==> src/rtl/alu_sequencer.sv <==
// alu_sequencer: control-side partner of the ALU. Accepts one instruction at a
// time, fetches its two register operands, drives the ALU, waits ALU_WAIT
// cycles, then performs a register writeback or resolves a BEQ/BNE branch.
// Owns the program counter. Pulses (wb_en/branch_taken/illegal_op) appear on
// the cycle after DONE, i.e. ALU_WAIT+2 cycles after the accepting edge.
module alu_sequencer #(
    parameter int PC_W     = 8,
    parameter int ALU_WAIT = 1
) (
    input  logic            clock,
    input  logic            reset_n,
    input  logic [31:0]     instr,
    input  logic            instr_valid,
    output logic            instr_ready,
    output logic [4:0]      rs_addr,
    output logic [4:0]      rt_addr,
    input  logic [31:0]     rs_data,
    input  logic [31:0]     rt_data,
    output logic [4:0]      alu_opcode,
    output logic [31:0]     alu_a,
    output logic [31:0]     alu_b,
    input  logic [31:0]     alu_out,
    input  logic            alu_zero,
    output logic            wb_en,
    output logic [4:0]      wb_addr,
    output logic [31:0]     wb_data,
    output logic            branch_taken,
    output logic            illegal_op,
    output logic [PC_W-1:0] pc
);

    localparam int         CNT_W    = (ALU_WAIT > 1) ? $clog2(ALU_WAIT) : 1;
    localparam logic [4:0] OP_BEQ   = 5'b00010;
    localparam logic [4:0] OP_BNE   = 5'b00111;
    localparam logic [4:0] OP_PASSA = 5'b10101;

    typedef enum logic [1:0] {
        S_IDLE = 2'd0,
        S_READ = 2'd1,
        S_EXEC = 2'd2,
        S_DONE = 2'd3
    } state_t;

    state_t state_q, state_d;

    logic             ready_q, ready_d;
    logic [4:0]       op_q, op_d;
    logic [4:0]       rd_q, rd_d;
    logic [11:0]      imm_q, imm_d;
    logic [4:0]       rs_addr_q, rs_addr_d;
    logic [4:0]       rt_addr_q, rt_addr_d;
    logic [4:0]       alu_opcode_q, alu_opcode_d;
    logic [31:0]      alu_a_q, alu_a_d;
    logic [31:0]      alu_b_q, alu_b_d;
    logic [CNT_W-1:0] cnt_q, cnt_d;
    logic [31:0]      res_q, res_d;
    logic             zero_q, zero_d;
    logic             wb_en_q, wb_en_d;
    logic [4:0]       wb_addr_q, wb_addr_d;
    logic [31:0]      wb_data_q, wb_data_d;
    logic             branch_q, branch_d;
    logic             illegal_q, illegal_d;
    logic [PC_W-1:0]  pc_q, pc_d;

    logic             accept_s;
    logic [PC_W-1:0]  imm_pc_s;

    // BEQ and BNE are the only ops that resolve a branch from the zero flag.
    function automatic logic is_compare(input logic [4:0] op);
        return (op == OP_BEQ) || (op == OP_BNE);
    endfunction

    // Opcodes 01010..01111 have no ALU meaning and must never reach the ALU.
    function automatic logic is_illegal(input logic [4:0] op);
        return (op[4:3] == 2'b01) && (op[2:0] >= 3'b010);
    endfunction

    assign accept_s = (state_q == S_IDLE) && ready_q && instr_valid;
    // Sign-extend (or truncate) the offset to PC width so backward branches wrap.
    assign imm_pc_s = PC_W'($signed(imm_q));

    // State register.
    always_ff @(posedge clock or negedge reset_n) begin
        if (!reset_n) begin
            state_q <= S_IDLE;
        end else begin
            state_q <= state_d;
        end
    end

    // Next-state logic: IDLE -> READ -> EXEC (ALU_WAIT cycles) -> DONE -> IDLE.
    always_comb begin
        state_d = state_q;
        case (state_q)
            S_IDLE: begin
                if (accept_s) begin
                    state_d = S_READ;
                end else begin
                    state_d = S_IDLE;
                end
            end
            S_READ: state_d = S_EXEC;
            S_EXEC: begin
                if (cnt_q == {CNT_W{1'b0}}) begin
                    state_d = S_DONE;
                end else begin
                    state_d = S_EXEC;
                end
            end
            S_DONE:  state_d = S_IDLE;
            default: state_d = S_IDLE;
        endcase
    end

    // Output/datapath next values for the current state.
    always_comb begin
        ready_d      = (state_d == S_IDLE);
        op_d         = op_q;
        rd_d         = rd_q;
        imm_d        = imm_q;
        rs_addr_d    = rs_addr_q;
        rt_addr_d    = rt_addr_q;
        alu_opcode_d = alu_opcode_q;
        alu_a_d      = alu_a_q;
        alu_b_d      = alu_b_q;
        cnt_d        = cnt_q;
        res_d        = res_q;
        zero_d       = zero_q;
        wb_en_d      = 1'b0;
        wb_addr_d    = wb_addr_q;
        wb_data_d    = wb_data_q;
        branch_d     = 1'b0;
        illegal_d    = 1'b0;
        pc_d         = pc_q;
        case (state_q)
            S_IDLE: begin
                if (accept_s) begin
                    op_d      = instr[31:27];
                    rd_d      = instr[26:22];
                    rs_addr_d = instr[21:17];
                    rt_addr_d = instr[16:12];
                    imm_d     = instr[11:0];
                end else begin
                    op_d = op_q;
                end
            end
            S_READ: begin
                alu_a_d = rs_data;
                alu_b_d = rt_data;
                cnt_d   = CNT_W'(ALU_WAIT - 1);
                if (is_illegal(op_q)) begin
                    alu_opcode_d = OP_PASSA;
                end else begin
                    alu_opcode_d = op_q;
                end
            end
            S_EXEC: begin
                if (cnt_q == {CNT_W{1'b0}}) begin
                    res_d  = alu_out;
                    zero_d = alu_zero;
                end else begin
                    cnt_d = cnt_q - {{(CNT_W-1){1'b0}}, 1'b1};
                end
            end
            S_DONE: begin
                if (is_compare(op_q)) begin
                    branch_d = zero_q;
                    if (zero_q) begin
                        pc_d = pc_q + {{(PC_W-1){1'b0}}, 1'b1} + imm_pc_s;
                    end else begin
                        pc_d = pc_q + {{(PC_W-1){1'b0}}, 1'b1};
                    end
                end else if (is_illegal(op_q)) begin
                    illegal_d = 1'b1;
                    pc_d      = pc_q + {{(PC_W-1){1'b0}}, 1'b1};
                end else begin
                    wb_en_d   = 1'b1;
                    wb_addr_d = rd_q;
                    wb_data_d = res_q;
                    pc_d      = pc_q + {{(PC_W-1){1'b0}}, 1'b1};
                end
            end
            default: begin
                ready_d = 1'b0;
            end
        endcase
    end

    // Datapath and output registers; reset discards any in-flight instruction.
    always_ff @(posedge clock or negedge reset_n) begin
        if (!reset_n) begin
            ready_q      <= 1'b0;
            op_q         <= 5'd0;
            rd_q         <= 5'd0;
            imm_q        <= 12'd0;
            rs_addr_q    <= 5'd0;
            rt_addr_q    <= 5'd0;
            alu_opcode_q <= 5'd0;
            alu_a_q      <= 32'd0;
            alu_b_q      <= 32'd0;
            cnt_q        <= {CNT_W{1'b0}};
            res_q        <= 32'd0;
            zero_q       <= 1'b0;
            wb_en_q      <= 1'b0;
            wb_addr_q    <= 5'd0;
            wb_data_q    <= 32'd0;
            branch_q     <= 1'b0;
            illegal_q    <= 1'b0;
            pc_q         <= {PC_W{1'b0}};
        end else begin
            ready_q      <= ready_d;
            op_q         <= op_d;
            rd_q         <= rd_d;
            imm_q        <= imm_d;
            rs_addr_q    <= rs_addr_d;
            rt_addr_q    <= rt_addr_d;
            alu_opcode_q <= alu_opcode_d;
            alu_a_q      <= alu_a_d;
            alu_b_q      <= alu_b_d;
            cnt_q        <= cnt_d;
            res_q        <= res_d;
            zero_q       <= zero_d;
            wb_en_q      <= wb_en_d;
            wb_addr_q    <= wb_addr_d;
            wb_data_q    <= wb_data_d;
            branch_q     <= branch_d;
            illegal_q    <= illegal_d;
            pc_q         <= pc_d;
        end
    end

    assign instr_ready  = ready_q;
    assign rs_addr      = rs_addr_q;
    assign rt_addr      = rt_addr_q;
    assign alu_opcode   = alu_opcode_q;
    assign alu_a        = alu_a_q;
    assign alu_b        = alu_b_q;
    assign wb_en        = wb_en_q;
    assign wb_addr      = wb_addr_q;
    assign wb_data      = wb_data_q;
    assign branch_taken = branch_q;
    assign illegal_op   = illegal_q;
    assign pc           = pc_q;

endmodule

==> config.mk <==
export PLATFORM = sky130hd
export DESIGN_NAME = alu_sequencer
export DESIGN_NICKNAME = d
export VERILOG_FILES = /design/src/rtl/alu_sequencer.sv
export SDC_FILE = /design/constraint.sdc
export NUM_CORES = 1
export LEC_CHECK = 0
export BUFFER_PORTS_ARGS = -buffer_cell sky130_fd_sc_hd__buf_2
export CORE_MARGIN = 2
export CORE_UTILIZATION = 54
export DETAILED_ROUTE_END_ITERATION = 8
export MAX_ROUTING_LAYER = met4
export PLACE_DENSITY = 0.95
export SYNTH_ARGS = -nofsm -noshare
export SYNTH_HDL_FRONTEND = slang
export SYNTH_SLANG_ARGS = --single-unit
==> constraint.sdc <==
create_clock -name clock -period 3.65 [get_ports clock]
set_input_delay 0.73 -clock clock [delete_from_list [all_inputs] [get_ports clock]]
set_output_delay 0.73 -clock clock [all_outputs]
set_load 0.01 [all_outputs]
Word level (Yosys, flattened, before mapping)
Index checks and enable logic that the tools add are counted.

word-level totals
  bits in registers = 182
  output and inout port bits = 128

cells by class
  magnitude comparators = 1
  multiplexer cells = 16
  reduce and logical (&&, ||, !) cells = 10
  $add $sub $neg = 3
  eq/ne operators = 6
  bitwise operators = 3

operators by type and width
  cell                   count
  $mux W8                2
  $mux W1                11
  $add A8 B1 Y8 const B  1
  $add A8 B8 Y8          1
  $pmux W2 S4            1
  $eq A5 B2 Y1 const B   1
  $eq A5 B3 Y1 const B   1
  $mux W5                1
  $eq A2 B1 Y1 const B   2
  $eq A2 B2 Y1 const B   2
  $logic_not A2 Y1       2
  $reduce_and A2 Y1      2
  $ge A3 B2 Y1 const B   1
  $logic_and A1 B1 Y1    3
  $not A1 Y1             3
  $reduce_and A3 Y1      1
  $pmux W1 S2            1
  $reduce_bool A2 Y1     1
  $logic_or A1 B1 Y1     1
  $sub A1 B1 Y1 const B  1

Logic depth before layout (Yosys ltp)
  word-level depth = 6
  mapped depth = 10
  mapped depth without buffers = 10

Worst setup path after synthesis
OpenSTA, ideal clock, no wires.

  path kind = register -> register
  start = reg pc_q[1] (netlist: pc[1])
  end = reg pc_q[7] (netlist: pc[7])
  path slack = 1.382 ns
  path buffers = 0
  period minus slack after synthesis = 2.268 ns
  setup time = 0.135 ns
  stages on the path, launching flop included = 11
  arrival = 2.132 ns
  data required time = 3.515 ns
  path through = dfrtp_1 ha_1 nand3_1 nor2_1 xor2_1 ha_1 a21o_1 a31oi_1 xor2_1 o21ai_0 o311ai_1

between the ends
  cells in the longest elaborated chain, start to end = 4

ends and longest elaborated chain
  what                      line  text
  start: declaration        63    logic [PC_W-1:0] pc_q, pc_d;
  start signal: assignment  209   pc_q <= {PC_W{1'b0}};
  start signal: assignment  228   pc_q <= pc_d;
  $add A8 B1 Y8 (*)         --
  $add A8 B8 Y8             169   pc_d = pc_q + {{(PC_W-1){1'b0}}, 1'b1} + imm_pc_s;
  $mux W8                   168   if (zero_q) begin
  $mux W8 (*)               166   if (is_compare(op_q)) begin

Mark *: on every way between the ends. The rest lies on a longest branch, timed or not.
A chain may end at the register's enable or synchronous reset.

Final worst setup path
Same ends and word-level chain as after synthesis.

==> flow_summary.yaml <==
outcome:
  outcome: "complete, no violations"
hold_path:
  holdCritPathClass: "input port to async pin"
clocking:
  cts_setup_buffers: 0
  cts_buffers: 17
  clk-insertion-delay-late_ps: 420
  cts_tree: "done"
  holdBufCountCts: 0
  cts-root-buf: "clkbuf_16"
  clock_path_buffers: 2
  ctsResizeCount: 0
  path_clk_slew_ps: 60
  cts_num_sinks: 181
  htreeDepth: 4
logic_synthesis:
  synth_warnings: 0
  postSynthAreaPerCell_um2: 14.9
  syn_inst: 493
  synthFlopType: "dfrtp_1"
  synth_area_um2: 7330
  synth_edf_count: 0
  synth_seq_cells: 181
  ys_types: 36
  seq_area_frac_synth: 0.618
  postSynth.asyncResetShare: 1.00
  synth_nets: 640
  synth.most_common_cell: "dfrtp_1"
  yosys-top-cells-count: "181 x dfrtp_1, 136 x mux2_2, 18 x a21oi_1, 18 x nor2_1, 17 x mux2_1"
  yosysTopAreaCellShare: 0.618
  yosys-top-cells-area: "dfrtp_1 62%, mux2_2 21%, mux2_1 2.6%"
  synth_top_cell_by_area: "dfrtp_1"
route:
  via_per_inst: 5.22
  firstDrtPassIters: 4
  post_drt_wl_per_cell_um: 17.6
  drtIter0Drc: 275
  finalWirelength_mm: 16.5
  vias: 4906
  ant_nets: 0
  drc: 0
worst_setup_path:
  path_max_fanout: 5
  crit_start: "pc[1]$_DFFE_PN0P_"
  startpoint_type: "flop"
  worstSetupPathType: "flop to flop"
  crit_required_ps: 3920
  cp.arrival_ps: 2830
  crit_path_end_kind: "flop"
  r2r-start: "pc[1]$_DFFE_PN0P_"
timing:
  setup_tns_ps: 0
  period_needed_ps: 2560
  layout_setup_ws_ps: 1090
  period_share: 0.700
  finClkSkew_ps: 10.5
  finalMaxSlewViolations: 0
  setup_viol: 0
  hold_viol: 0
  rsz0062_at_grt: "false"
  relSlewSlack: 0.496
  fmax_mhz: 391
  worst_pin_slew_ps: 755
placement:
  gp_congestion: 0.892
  port_buffers: 255
  hpwl_mm: 11.9
  dpl_worst_slack_ps: 1130
power_and_ir_drop:
  p_per_area_nw_per_um2: 982
  p_leak_nw: 4.58
  peakVddDrop_uv: 658
die:
  die_h_um: 120
  initial_core_util: 0.553
  row_count: 42
  die-width_um: 120
  core_um2: 13200
  dieArea_um2: 14500
  io_pins: 260
layout:
  drive_gt1_frac: 0.579
  multi_input_area_um2: 2670
  area_growth_pct: 28.7
  insertedDiodeCount: 0
  final_util: 0.712
  nFillCells: 913
  ff_latch_area_um2: 4530
  nNetsFinal: 898
global_route:
  grt.total_usage: 0.246
  grt_max_degree: 85
  grt_pass1_wl_mm: 26.4
  antenna_found_initial: 0
  first_global_vias: 5227
  grt-ovfl-total: 0
run:
  cap_violations: 0
==> through the flow <==
step | cell area (µm²) | hold slack (ps) | std cells | power [mW]
after floorplan | 7330 | 434 | 493 | 5.98
final | 9430 | 340 | 939 | 9.27
after global routing | 9430 | 398 | 939 | 9.83
after global placement | 8800 | 460 | 908 | 7.14
after detailed placement | 8800 | 472 | 908 | 7.36
after CTS | 9430 | 374 | 939 | 9.36
==> registers in the layout, indices dropped and copies added, names as in the netlist <==
| signal | cells |
|---|---|
| alu_a | 32 |
| alu_b | 32 |
| res_q | 32 |
| wb_data | 32 |
| imm_q | 8 |
| pc | 8 |
| alu_opcode | 5 |
| op_q | 5 |
| rd_q | 5 |
| rs_addr | 5 |
| rt_addr | 5 |
| wb_addr | 5 |
| state_q | 2 |
| branch_taken | 1 |
| illegal_op | 1 |
| instr_ready | 1 |
| wb_en | 1 |
| zero_q | 1 |
==> cell type report <==
| type | count | area share |
|---|---|---|
| clock buffer | 19 | 0.0470 |
| clock inverter | 12 | 0.0202 |
| inverter | 10 | 0.00398 |
| multi-input combinational | 279 | 0.283 |
| sequential | 181 | 0.480 |
| tap | 176 | 0.0233 |
| timing repair buffer | 262 | 0.143 |
==> logic make-up (layout without fill, tap and decap cells) <==
| logic type | count (synthesis) | after routing | synth area share |
|---|---|---|---|
| AOI/OAI and AO/OA | 42 | 42 | 0.0318 |
| muxes | 165 | 165 | 0.258 |
| xor gates and xnor gates | 12 | 12 | 0.0154 |
| DFF | 181 | 181 | 0.618 |
| buffers and inverters | 33 | 303 | 0.0201 |
| adders and majority gates | 15 | 15 | 0.0266 |
| and+or+nand+nor | 45 | 45 | 0.0297 |
==> path summary, 6_finish.rpt <==
path                                            to  slack, ps  cells past startpoint
max in group asynchronous    alu_a[26]$_DFFE_PN0N_       2360                      2
setup / recovery                 pc[7]$_DFFE_PN0P_       1090                     10
setup reg to reg                 pc[7]$_DFFE_PN0P_       1090                     10
hold / removal               alu_a[10]$_DFFE_PN0N_        340                      1
min in group clock         wb_data[27]$_DFFE_PN0P_        490                      1
hold reg to reg            wb_data[27]$_DFFE_PN0P_        490                      1
==> report_power, final <==
part           switching, mW  internal, mW  leakage, nW
logic                   1.75          1.92         2.14
registers              0.610          3.03         2.14
clock network          0.778          1.18        0.303
==> cells in the final DEF (no fill, tap or decap), drive strengths merged, types with 2 or more instances in the layout <==
master | Yosys | layout
a31oi | 2 | 2
buf | 7 | 262
bufinv | 0 | 4
nand2 | 6 | 6
inv | 10 | 15
and3 | 2 | 2
nor2 | 18 | 18
o211ai | 2 | 2
nor4 | 2 | 2
nor3 | 2 | 2
clkbuf | 16 | 19
nand3 | 9 | 9
mux2 | 163 | 163
clkinvlp | 0 | 2
o21ai | 14 | 14
xnor2 | 6 | 6
xor2 | 6 | 6
dfrtp | 181 | 181
a21o | 3 | 3
ha | 14 | 14
a21oi | 18 | 18
mux2i | 2 | 2
nand4 | 2 | 2
==> worst max-delay path, cell delays in order (launching register included) <==
cell and delay (ps):
dfrtp_1 400, ha_1 220, nand3_1 190, nor2_1 210, xor2_1 160, ha_1 280, a21o_1 190, a31oi_1 330
xor2_1 140, o21ai_0 170, o311ai_1 130
==> metal layers <==
metal,part of all wire,track usage,up-vias
li1,-,-,2259
met5,0,-,-
met1,0.39,0.281,2454
met4,0.020,0.0974,0
met2,0.53,0.415,167
met3,0.065,0.0670,26
No activity file was read; power rests on OpenSTA's default activity.
